[src/rtl/mem_access_stage.sv]
// MEM pipeline stage: runs word loads/stores against a variable-latency data memory
// over req/ack, stalls the upstream pipeline while waiting, and owns the MEM/WB register.
module mem_access_stage #(
  parameter int TIMEOUT = 16,
  parameter int CNT_W   = 5   // 2**CNT_W must exceed TIMEOUT
) (
  input  logic        clk_i,
  input  logic        rst_i,
  input  logic        RegWrite_i,
  input  logic        MemtoReg_i,
  input  logic        MemRead_i,
  input  logic        MemWrite_i,
  input  logic [31:0] ALUresult_i,
  input  logic [31:0] Readdata2_i,
  input  logic [4:0]  INS_11_7_i,
  output logic        mem_req_o,
  output logic        mem_we_o,
  output logic [31:0] mem_addr_o,
  output logic [31:0] mem_wdata_o,
  input  logic        mem_ack_i,
  input  logic [31:0] mem_rdata_i,
  output logic        stall_o,
  output logic        RegWrite_o,
  output logic        MemtoReg_o,
  output logic [31:0] ALUresult_o,
  output logic [31:0] MemData_o,
  output logic [4:0]  INS_11_7_o,
  output logic        misalign_o,
  output logic        timeout_o,
  output logic [1:0]  state_o
);

  localparam logic [1:0] S_IDLE = 2'd0;
  localparam logic [1:0] S_BUSY = 2'd1;
  localparam logic [1:0] S_DONE = 2'd2;
  localparam logic [CNT_W-1:0] CNT_LAST = CNT_W'(TIMEOUT - 1);

  // Memory handshake: mem_req_o rises together with mem_addr_o/mem_we_o/mem_wdata_o,
  // and all four stay frozen until the edge that samples a mem_ack_i pulse or the
  // timeout expires; mem_ack_i is honoured only while BUSY and ignored otherwise.
  logic [1:0]       state_q;
  logic [CNT_W-1:0] cnt_q;
  logic [31:0]      rdata_q;
  logic             memop;
  logic             aligned;
  logic             load_op;
  logic             start;
  logic             wb_bubble;

  always_comb begin
    memop     = MemRead_i | MemWrite_i;
    aligned   = (ALUresult_i[1:0] == 2'b00);
    load_op   = MemRead_i & ~MemWrite_i;
    start     = (state_q == S_IDLE) && memop && aligned;
    // Anything that is not a completed instruction must not write back.
    wb_bubble = ((state_q == S_IDLE) && memop) || (state_q == S_BUSY);
    stall_o   = start || (state_q == S_BUSY);
  end

  assign state_o = state_q;

  always_ff @(posedge clk_i) begin
    if (!rst_i) begin
      state_q     <= S_IDLE;
      cnt_q       <= '0;
      rdata_q     <= '0;
      mem_req_o   <= 1'b0;
      mem_we_o    <= 1'b0;
      mem_addr_o  <= '0;
      mem_wdata_o <= '0;
      misalign_o  <= 1'b0;
      timeout_o   <= 1'b0;
    end else begin
      misalign_o <= 1'b0;
      case (state_q)
        S_IDLE: begin
          misalign_o <= memop & ~aligned;
          if (start) begin
            mem_req_o   <= 1'b1;
            mem_we_o    <= MemWrite_i;
            mem_addr_o  <= {ALUresult_i[31:2], 2'b00};
            mem_wdata_o <= Readdata2_i;
            cnt_q       <= '0;
            state_q     <= S_BUSY;
          end
        end
        S_BUSY: begin
          if (mem_ack_i) begin
            mem_req_o <= 1'b0;
            if (!MemWrite_i) rdata_q <= mem_rdata_i;
            state_q <= S_DONE;
          end else if (cnt_q == CNT_LAST) begin
            // Abort: a timed-out load writes back zero.
            mem_req_o <= 1'b0;
            timeout_o <= 1'b1;
            rdata_q   <= '0;
            state_q   <= S_DONE;
          end else begin
            cnt_q <= cnt_q + 1'b1;
          end
        end
        S_DONE:  state_q <= S_IDLE;
        default: state_q <= S_IDLE;
      endcase
    end
  end

  // MEM/WB pipeline register.
  always_ff @(posedge clk_i) begin
    if (!rst_i) begin
      RegWrite_o  <= 1'b0;
      MemtoReg_o  <= 1'b0;
      ALUresult_o <= '0;
      MemData_o   <= '0;
      INS_11_7_o  <= '0;
    end else begin
      RegWrite_o  <= wb_bubble ? 1'b0 : RegWrite_i;
      MemtoReg_o  <= wb_bubble ? 1'b0 : MemtoReg_i;
      ALUresult_o <= ALUresult_i;
      INS_11_7_o  <= INS_11_7_i;
      if ((state_q == S_DONE) && load_op) MemData_o <= rdata_q;
    end
  end

endmodule

[config.mk]
export PLATFORM = sky130hd
export DESIGN_NAME = mem_access_stage
export DESIGN_NICKNAME = d
export VERILOG_FILES = /design/src/rtl/mem_access_stage.sv
export SDC_FILE = /design/constraint.sdc
export NUM_CORES = 1
export LEC_CHECK = 0
export CORE_UTILIZATION = 45
export DETAILED_ROUTE_END_ITERATION = 10
export HOLD_SLACK_MARGIN = 0.05
export PLACE_DENSITY = 0.84
export SETUP_SLACK_MARGIN = 0.3
export SLEW_MARGIN = 20
export SYNTH_ARGS = -nofsm -noshare
export SYNTH_HDL_FRONTEND = slang
export SYNTH_SLANG_ARGS = --single-unit
[constraint.sdc]
create_clock -name clk_i -period 5 [get_ports clk_i]
set_input_delay 0.5 -clock clk_i [delete_from_list [all_inputs] [get_ports clk_i]]
set_output_delay 0.5 -clock clk_i [all_outputs]
set_load 0.02 [all_outputs]
==> out/results.md <==
| Item | Reported |
|---|---|
| 1st-pass router iterations | 5 |
| Initial antenna violation count | 0 |
| Final worst-path cycle share | 54.85% |
| Max-Slew Margin vs Limit | 25.94% |
| Half-perimeter wire length after placement | 10760 microns |
| GR Util All Layers | 24.38% |
| Die Width | 117.0 microns |
| # placed instances | 1080 |
| Clock Skew | 0.007967 ns |
| Placeable core region | 12770 sq um |
| Required @ worst endpoint | 4.50 ns |
| Share of cell area taken by muxes after synthesis | 0% |
| Run status | complete, no violations |
| Post-cts sizing count | 0 |
| Period minus WS final | 2.742 ns |
| Total number of H-tree levels | 4 |
| Die area | 13690 sq um |
| Diode insertion count for antenna repair | 0 |
| I/O pins | 250 |
| Detailed-route DRC error count | 0 |
| Slew Limit Fails | 0 |
| Number of synthesized flops with an enable pin | 0 |
| Sequential cell area fraction in the yosys report | 59.21% |
| Post-route insts no fill | 1112 |
| Adder-Cell Fraction of Synth Area | 0.4205% |
| Remaining number of nets flagged by the antenna check after routing | 0 |
| Detailed-route via count | 5517 |
| Number of buffers inserted during clock tree synthesis | 17 |
| Leak | 3.225 nW |
| Mapped cell area | 5951 sq um |
| Synth-to-layout area growth | 52.88% |
| # port buffers | 247 |
| Buffers from clock root to sink, at most | 2 |
| Routability cong. | 0.7845 |
| Max rail drop VDD | 0.0002750 V |
| First DRT Iteration DRCs | 435 |
| Number of placement rows | 41 |
| Worst Setup Path Type | input port to output pin |
| Number of register bits inferred by synthesis | 176 |
| Clock tree sinks | 176 |
| Largest cells by area after synthesis | dfxtp_1 (59%), nand2_1 (14%), a21oi_1 (11%), and2_1 (3.9%), nand3_1 (3.1%) |
| Fraction of registers with async set or reset after synthesis | 0% |
| Die height | 117.0 microns |
| Initial core utilization | 46.59% |
| Complex-gate fraction of the synthesized area | 12.05% |
| Number of different library cells in the post-synthesis netlist | 29 |
| Final number of hold-violating endpoints | 0 |
| Overflow after GRT | 0 |
| Nets@finish | 1037 |
| Slew at the pin closest to its max-slew limit | 1.111 ns |
| Worst-Skew Late Latency | 0.42 ns |
| Most used flip-flop cell after synthesis | dfxtp_1 |
| Clk pin slew, worst setup/hold paths | 0.06 ns |
| Average instance area after synthesis | 8.453 sq um |
| Simple-gate portion of the synthesized area | 23.84% |
| RSZ-0062 raised after global routing | false |
| Avg WL per Cell | 14.72 microns |
| CTS tree | yes |
| Total routed wirelength | 16370 microns |
| Total of hold buffers inserted after clock tree synthesis | 0 |
| Combinational family with the most area after synthesis | simple AND/OR/NAND/NOR gates |
| Xor-xnor portion of the synthesized cell area | 0% |
| Power density over cell area | 351.4 nW/um^2 |
| Number of instances in the synthesized netlist | 704 |
| Post-synthesis cell type with the largest combined area | dfxtp_1 |
| Worst hold path class | register to register |
| Vias per std cell | 4.961 |
| Share of post-route cells with drive strength above 1 | 4.894% |
| Sort of element at the start of the critical path | input port |
| Worst hold slack | 0.4488 ns |
| CP Max Fanout | 4 |
| Number of setup violations in the final report | 0 |
| Crit path capture type | output pin |
| Accumulated negative setup slack | 0 ns |
| Area share of the largest cell type after synthesis | 59.21% |
| Maximum number of pins on one net before global-route repair | 101 |
| Vias in the first global route | 5161 |
| Maximum clock rate | 0.3646 GHz |
| Global-route wire length before repair | 25270 microns |
| Number of maximum-capacitance constraint violations | 0 |
| Cell chosen for the clock root | clkbuf_16 |
| Worst EP arrival | 2.24 ns |
| Synth Warn # | 0 |
| Postcts setup bufs | 0 |
## cells in the mapped netlist, types with 2 or more instances
cell      instances
nor4_1            2
nor2_1           14
and3_1            4
clkbuf_1         23
buf_2            18
o21a_1            2
ha_1              2
buf_4             7
inv_1             4
o21ai_0           3
nand3_1          37
nor2b_1           3
dfxtp_1         176
nand2_1         223
and2_1           37
buf_1             4
a31oi_1           2
a21oi_1         132
## layer usage
layer / share of wire [%] / vias up / global-route usage (%) / routed length, microns
met1: 40 / 2558 / 26.81 / 6521
met2: 50 / 208 / 42.60 / 8263
met4: 1.9 / 0 / 10.55 / 306
met5: 0 / - / 0 / 0
li1: - / 2728 / - / -
met3: 7.8 / 23 / 8.548 / 1281
## critical path, stage by stage
cell,delay [ns]
clkdlybuf4s50_1,0.43
nor2_1,0.32
a21oi_1,0.14
nor2_1,0.15
clkdlybuf4s50_1,0.70
## power breakdown
part | total (mW) | leakage (nW) | internal [mW] | switching [mW]
clock | 1.39 | 0.298 | 0.848 | 0.544
combinational | 0.341 | 1.49 | 0.172 | 0.169
sequential | 1.46 | 1.43 | 1.45 | 0.0186
## sequential cells by signal, indices dropped and copies added, names as in the netlist
register,flops
ALUresult_o,32
MemData_o,32
mem_wdata_o,32
rdata_q,32
mem_addr_o,30
INS_11_7_o,5
cnt_q,5
state_o,2
MemtoReg_o,1
RegWrite_o,1
mem_req_o,1
mem_we_o,1
misalign_o,1
timeout_o,1
## cells by family after synthesis
family,Yosys count
adder cells (fa/ha/maj),2
other,1
AO/OA/AOI/OAI,141
AND/OR/NAND/NOR,327
flip-flops,176
buffers and inverters,57
## metrics by stage
step | area [sq um] | worst slack [ns] | power [mW] | util, %
finish | 9097 | 2.258 | 3.197 | 71.22
global placement | 8471 | 2.155 | 1.830 | 66.31
global route | 9097 | 2.119 | 3.306 | 71.22
floorplan | 5954 | 3.043 | 1.639 | -
detailed placement | 8471 | 2.095 | 1.834 | 66.31
CTS | 9097 | 2.233 | 3.221 | 71.22
## cells in the final DEF, fill, tap and decap left out
cell	Yosys	routed
and2_1	37	37
and2b_1	1	1
o21a_1	2	2
nand3_1	37	36
or2b_1	1	1
nor4_1	2	2
o21ai_0	3	3
nor3_1	1	1
a31oi_1	2	2
o21ai_2	0	1
conb_1	1	2
clkinvlp_4	0	4
and3_2	0	1
ha_1	2	2
and3_4	1	1
clkbuf_8	0	1
inv_1	4	4
o32ai_1	1	1
bufinv_16	0	4
inv_6	0	1
clkinv_4	0	1
clkdlybuf4s50_1	0	247
nand3_2	0	1
nor2b_1	3	3
clkbuf_16	0	17
nand2_1	223	223
clkinv_2	0	4
or4b_1	1	1
a21oi_1	132	132
nor4b_1	1	1
and3_1	4	3
or2_2	1	1
dfxtp_1	176	176
buf_4	7	8
inv_4	0	1
nor2_1	14	14
## area by class of cell
type | instances | area, sq um
Fill cell | 981 | 3676
Sequential cell | 176 | 3523
Timing Repair Buffer | 255 | 2532
Multi-Input combinational cell | 472 | 2178
Clock buffer | 18 | 439.2
Tap cell | 172 | 215.2
Clock inverter | 14 | 187.7
Inverter | 5 | 21.27
## path summary, 6_finish.rpt
check | from | endpoint | slack, ns | cells past startpoint
min | rdata_q[23]$_SDFFE_PN0P_ | MemData_o[23]$_SDFFE_PN0P_ | 0.45 | 2
min reg2reg | rdata_q[23]$_SDFFE_PN0P_ | MemData_o[23]$_SDFFE_PN0P_ | 0.45 | 2
max reg2reg | cnt_q[0]$_SDFFE_PN0P_ | rdata_q[10]$_SDFFE_PN0P_ | 2.33 | 7
max | ALUresult_i[0] | stall_o | 2.26 | 5
(Power assumes the default switching activity.)
